### src/rtl/mem_port_arbiter.sv
// Shares one single-ported memory bus between instruction fetch and the MEM stage.
// MEM goes first; the pipeline is held until every pending access of the cycle is served.
module mem_port_arbiter #(
   parameter int unsigned TIMEOUT_CYCLES = 32'd256
) (
   input  logic        ACLK,
   input  logic        ARESETn,
   input  logic        if_req_i,
   input  logic [31:0] if_addr_i,
   output logic [31:0] if_rdata_o,
   input  logic        mem_read_c_i,
   input  logic        mem_write_c_i,
   input  logic [31:0] mem_addr_i,
   input  logic [31:0] mem_wdata_i,
   input  logic [3:0]  mem_wstrb_i,
   output logic [31:0] mem_rdata_o,
   output logic        stall_c_o,
   output logic        bus_req_o,
   output logic        bus_we_o,
   output logic [31:0] bus_addr_o,
   output logic [31:0] bus_wdata_o,
   output logic [3:0]  bus_wstrb_o,
   input  logic        bus_gnt_i,
   input  logic        bus_rvalid_i,
   input  logic [31:0] bus_rdata_i,
   output logic        err_o
);

   localparam int unsigned CNT_W = (TIMEOUT_CYCLES > 32'd1) ? $clog2(TIMEOUT_CYCLES) : 1;
   localparam logic [CNT_W-1:0] CNT_LAST = CNT_W'(TIMEOUT_CYCLES - 32'd1);
   localparam logic [CNT_W-1:0] CNT_ONE  = CNT_W'(32'd1);
   localparam logic [CNT_W-1:0] CNT_ZERO = CNT_W'(32'd0);
   localparam logic             TO_EN    = (TIMEOUT_CYCLES != 32'd0);

   typedef enum logic [1:0] {
      ST_IDLE = 2'd0,
      ST_REQ  = 2'd1,
      ST_RESP = 2'd2
   } state_t;

   state_t            state_r;
   state_t            state_nxt_s;
   logic              owner_mem_r;
   logic              if_served_r;
   logic              mem_served_r;
   logic [CNT_W-1:0]  cnt_r;
   logic              bus_req_r;
   logic              bus_we_r;
   logic [31:0]       bus_addr_r;
   logic [31:0]       bus_wdata_r;
   logic [3:0]        bus_wstrb_r;
   logic [31:0]       if_rdata_r;
   logic [31:0]       mem_rdata_r;
   logic              err_r;

   logic              mem_act_s;
   logic              if_pend_s;
   logic              mem_pend_s;
   logic              busy_s;
   logic              timeout_s;
   logic              rvalid_ok_s;
   logic              abort_s;
   logic              done_s;
   logic              if_resp_s;
   logic              mem_resp_s;
   logic              if_done_s;
   logic              mem_done_s;
   logic              stall_s;
   logic              start_s;
   logic              start_mem_s;
   logic [31:0]       resp_data_s;

   assign mem_act_s   = mem_read_c_i | mem_write_c_i;
   assign if_pend_s   = if_req_i & ~if_served_r;
   assign mem_pend_s  = mem_act_s & ~mem_served_r;
   assign busy_s      = (state_r == ST_REQ) | (state_r == ST_RESP);
   assign timeout_s   = TO_EN & busy_s & (cnt_r == CNT_LAST);
   assign rvalid_ok_s = (state_r == ST_RESP) & bus_rvalid_i;
   // A response landing in the last allowed cycle still counts as a real response.
   assign abort_s     = timeout_s & ~rvalid_ok_s;
   assign done_s      = rvalid_ok_s | abort_s;
   assign resp_data_s = rvalid_ok_s ? bus_rdata_i : 32'd0;
   assign if_resp_s   = done_s & ~owner_mem_r;
   assign mem_resp_s  = done_s & owner_mem_r;
   assign if_done_s   = if_served_r | if_resp_s;
   assign mem_done_s  = mem_served_r | mem_resp_s;
   assign stall_s     = (if_req_i & ~if_done_s) | (mem_act_s & ~mem_done_s);

   // State register of the access sequencer.
   always_ff @(posedge ACLK or negedge ARESETn) begin
      if (!ARESETn) begin
         state_r <= ST_IDLE;
      end else begin
         state_r <= state_nxt_s;
      end
   end

   // Next-state logic and requester selection.
   always_comb begin
      state_nxt_s = state_r;
      start_s     = 1'b0;
      start_mem_s = 1'b0;
      case (state_r)
         ST_IDLE: begin
            if (mem_pend_s) begin
               start_s     = 1'b1;
               start_mem_s = 1'b1;
               state_nxt_s = ST_REQ;
            end else if (if_pend_s) begin
               start_s     = 1'b1;
               start_mem_s = 1'b0;
               state_nxt_s = ST_REQ;
            end else begin
               state_nxt_s = ST_IDLE;
            end
         end
         ST_REQ: begin
            if (abort_s) begin
               state_nxt_s = ST_IDLE;
            end else if (bus_gnt_i) begin
               state_nxt_s = ST_RESP;
            end else begin
               state_nxt_s = ST_REQ;
            end
         end
         ST_RESP: begin
            if (done_s) begin
               state_nxt_s = ST_IDLE;
            end else begin
               state_nxt_s = ST_RESP;
            end
         end
         default: begin
            state_nxt_s = ST_IDLE;
         end
      endcase
   end

   // Bus fields, timeout counter, response capture and served bookkeeping.
   always_ff @(posedge ACLK or negedge ARESETn) begin
      if (!ARESETn) begin
         owner_mem_r  <= 1'b0;
         if_served_r  <= 1'b0;
         mem_served_r <= 1'b0;
         cnt_r        <= CNT_ZERO;
         bus_req_r    <= 1'b0;
         bus_we_r     <= 1'b0;
         bus_addr_r   <= 32'd0;
         bus_wdata_r  <= 32'd0;
         bus_wstrb_r  <= 4'd0;
         if_rdata_r   <= 32'd0;
         mem_rdata_r  <= 32'd0;
         err_r        <= 1'b0;
      end else begin
         bus_req_r <= (state_nxt_s == ST_REQ);
         if (start_s) begin
            owner_mem_r <= start_mem_s;
            cnt_r       <= CNT_ZERO;
            bus_addr_r  <= start_mem_s ? mem_addr_i : if_addr_i;
            bus_we_r    <= start_mem_s & mem_write_c_i;
            bus_wdata_r <= (start_mem_s & mem_write_c_i) ? mem_wdata_i : 32'd0;
            bus_wstrb_r <= (start_mem_s & mem_write_c_i) ? mem_wstrb_i : 4'd0;
         end else if (busy_s) begin
            cnt_r <= cnt_r + CNT_ONE;
         end
         if (if_resp_s) begin
            if_rdata_r <= resp_data_s;
         end
         if (mem_resp_s && !bus_we_r) begin
            mem_rdata_r <= resp_data_s;
         end
         if (abort_s) begin
            err_r <= 1'b1;
         end
         // Flags only live until the pipeline advances; that edge starts a fresh set.
         if (!stall_s) begin
            if_served_r  <= 1'b0;
            mem_served_r <= 1'b0;
         end else begin
            if (if_resp_s) begin
               if_served_r <= 1'b1;
            end
            if (mem_resp_s) begin
               mem_served_r <= 1'b1;
            end
         end
      end
   end

   assign if_rdata_o  = if_rdata_r;
   assign mem_rdata_o = mem_rdata_r;
   assign stall_c_o   = stall_s;
   assign bus_req_o   = bus_req_r;
   assign bus_we_o    = bus_we_r;
   assign bus_addr_o  = bus_addr_r;
   assign bus_wdata_o = bus_wdata_r;
   assign bus_wstrb_o = bus_wstrb_r;
   assign err_o       = err_r;

endmodule
### config.mk
export PLATFORM = sky130hd
export DESIGN_NAME = mem_port_arbiter
export DESIGN_NICKNAME = d
export VERILOG_FILES = /design/src/rtl/mem_port_arbiter.sv
export SDC_FILE = /design/constraint.sdc
export NUM_CORES = 1
export LEC_CHECK = 0
export ABC_CLOCK_PERIOD_IN_PS = 3000
export CORE_UTILIZATION = 40
export CTS_BUF_LIST = sky130_fd_sc_hd__clkbuf_8
export CTS_CLUSTER_SIZE = 20
export DETAILED_ROUTE_END_ITERATION = 8
export PLACE_DENSITY = 0.79
export SKIP_CTS_REPAIR_TIMING = 1
export SYNTH_ARGS = -nofsm -noshare
export SYNTH_HDL_FRONTEND = slang
export SYNTH_SLANG_ARGS = --single-unit
export TNS_END_PERCENT = 20
### constraint.sdc
create_clock -name ACLK -period 3 [get_ports ACLK]
set_input_delay 0.6 -clock ACLK [delete_from_list [all_inputs] [get_ports ACLK]]
set_output_delay 0.6 -clock ACLK [all_outputs]
set_load 0.02 [all_outputs]
==> impl_metrics.toml <==
[timing]
maxSlewViolCount = 0
fin_tns_setup_ps = 0
slew_headroom_pct = 54.4
worstMarginPinSlew_ps = 685
setup_viol = 0
max_freq_mhz = 353
skew_ps = 11.9
whs_ps = 169
finalCriticalPeriod_ps = 2830
hold_viol = 0
rsz0062_at_grt = "no"
fin_crit_sh_pct = 94.5

[floorplanning]
dieHeight_um = 122
die_width_um = 122
std_cell_rows = 43
pin_count = 275
core-area_um2 = 14000
start_util_pct = 41.4
die_area_um2 = 15000

[yosys]
synth.distinct_cells = 34
ys_seq_elements = 148
ys_warn_count = 0
syn_nets = 588
avgSynthCellArea_um2 = 13.1
synthCells = 444
synth-seq-area-share_pct = 63.9
netlist_area_um2 = 5790

[global_route]
overflow = 0
grt_antenna_before_repair = 0
grt_pass1_vias = 4727
grt_usage_pct = 21.2
grt_pass1_wl_um = 24200
grt_max_degree = 74

[cells_and_area]
drive_gt1_share_pct = 7.65
final_cell_count_no_fill = 912
nets = 863
layout-area-overhead-vs-synth_pct = 57.4
n_antenna_cell = 0

[detailed_routing]
wirelength_um = 16000
firstDrtPassIters = 4
ant_nets = 0
vias = 4696
dr.first_iter.drc_count = 282
drc = 0
vias_per_cell = 5.15
routedWlPerCell_um = 17.5

[clock_network]
cts.sinks = 148
clk_pin_slew_ps = 90
cts_tree = "done"
clk_latency_ps = 450
clockBufferDepth = 2
root_buffer = "clkbuf_8"
h-tree-depth = 4
numCtsBuffers = 17

[run_status]
status = "completed"

[hold_path]
min_path_type = "primary input to async pin"

[critical_path]
critPathArrivalTime_ps = 2230
cp-end-kind = "output port"
path_max_fanout = 4
critPathKind = "register to output port"
startpoint_type = "register"
critical_path_required_ps = 2400

[placed_design]
hpwl_um = 11100
gp_congestion = 0.780
io_buffers = 274
dp_cells = 880

[power]
p_per_area_nw_per_um2 = 1030
ir_drop_mv = 0.473
leakagePower_uw = 0.00398
power_uw = 9410

[job]
maxCapViolCount = 0
## stage by stage
step / util, % / area, um^2 / setup slack (ps)
2_1_floorplan: - / 5790 / 562
3_3_place_gp: 62.5 / 8740 / -267
3_5_place_dp: 62.5 / 8740 / -277
4_1_cts: 65.2 / 9120 / -382
5_1_grt: 65.2 / 9120 / 6.80
6_report: 65.2 / 9120 / 166
## metal layers
| metal | wire, um | global-route usage (%) | up-vias |
|---|---|---|---|
| met5 | 0 | 0 | - |
| met4 | 271 | 8.16 | 0 |
| met3 | 1070 | 5.25 | 18 |
| met2 | 7890 | 34.9 | 201 |
| met1 | 6760 | 26.8 | 2301 |
| li1 | - | - | 2176 |
## critical path, stage by stage (launching register included)
cell and delay, ps:
dfrtp_1 380, inv_1 70, ha_1 310, and3_1 200
a32o_2 280, buf_4 150, nand2b_1 80, o22a_1 130
clkbuf_2 180
## registers in the layout, indices dropped and copies added (netlist names)
name / count
owner_mem_r: 1
bus_we_o: 1
cnt_r: 8
bus_addr_o: 32
if_rdata_o: 32
state_r: 2
mem_served_r: 1
err_o: 1
if_served_r: 1
bus_wstrb_o: 4
bus_req_o: 1
bus_wdata_o: 32
mem_rdata_o: 32
## layout by cell type (no fill, tap or decap), types with 2 or more instances in the layout
master	n
clkdlybuf4s50_1	272
dfrtp_1	148
a22o_1	100
nand2_1	38
mux2i_1	34
o21ai_0	32
clkbuf_8	17
buf_4	14
nor2_1	9
inv_6	7
nor2b_1	5
ha_1	5
xor2_1	4
clkinvlp_4	4
inv_1	3
nand4_1	3
nand2b_1	3
xnor2_1	3
a21oi_1	2
nor3_1	2
nand3b_1	2
a21o_1	2
## final timing paths
| path | startpoint | endpoint | slack [ps] | cells past startpoint |
|---|---|---|---|---|
| setup / recovery | state_r[0]$_DFF_PN0_ | stall_c_o | 170 | 8 |
| hold / removal | ARESETn | if_rdata_o[15]$_DFFE_PN0P_ | 170 | 1 |
| setup reg to reg | state_r[0]$_DFF_PN0_ | if_rdata_o[18]$_DFFE_PN0P_ | 880 | 8 |
| hold reg to reg | mem_rdata_o[3]$_DFFE_PN0P_ | mem_rdata_o[3]$_DFFE_PN0P_ | 500 | 1 |
| max in group asynchronous | ARESETn | if_rdata_o[19]$_DFFE_PN0P_ | 2070 | 2 |
| min in group ACLK | mem_rdata_o[3]$_DFFE_PN0P_ | mem_rdata_o[3]$_DFFE_PN0P_ | 500 | 1 |
## logic make-up after synthesis
logic type	count (synthesis)	share of synthesized area, %
DFF	148	63.9
buffers and inverters	36	3.09
and+or+nand+nor	71	5.70
adders and majority gates	5	1.08
muxes	34	5.87
AOI/OAI and AO/OA	143	19.3
xor gates and xnor gates	7	1.06
## Yosys cell counts (all sizes together)
cell	number	area, um^2
a21oi	3	15.0
and3	1	6.26
nand2b	3	18.8
and3b	1	8.76
nand2	38	143
and2	2	12.5
buf	17	108
xnor2	3	26.3
o22a	1	8.76
nor2b	5	31.3
nand4	3	18.8
o31ai	1	7.51
or2	2	12.5
a21o	2	15.0
o21a	1	7.51
and4	1	8.76
a22o	100	876
nand3b	2	15.0
ha	5	62.6
xor2	4	35.0
o21ai	32	160
clkbuf	16	60.1
nor2	10	37.5
a211o	1	8.76
nor3b	1	7.51
mux2i	34	340
inv	3	11.3
dfrtp	148	3700
a21boi	1	7.51
a32o	1	11.3
nor3	2	10.0
## cell type report
class | count | area (um^2)
Sequential cell | 148 | 3700
Fill cell | 1066 | 4870
Tap cell | 180 | 225
Clock inverter | 15 | 146
Clock buffer | 17 | 234
Timing Repair Buffer | 289 | 2860
Multi-Input combinational cell | 260 | 1930
Inverter | 3 | 11.3
## where the power goes
group	internal (uW)	switching (uW)	total [uW]	leakage, uW
clock	678	820	1500	0.000183
sequential	2810	477	3290	0.00190
combinational	2310	2320	4630	0.00190
No activity file was read; power rests on OpenSTA's default activity.
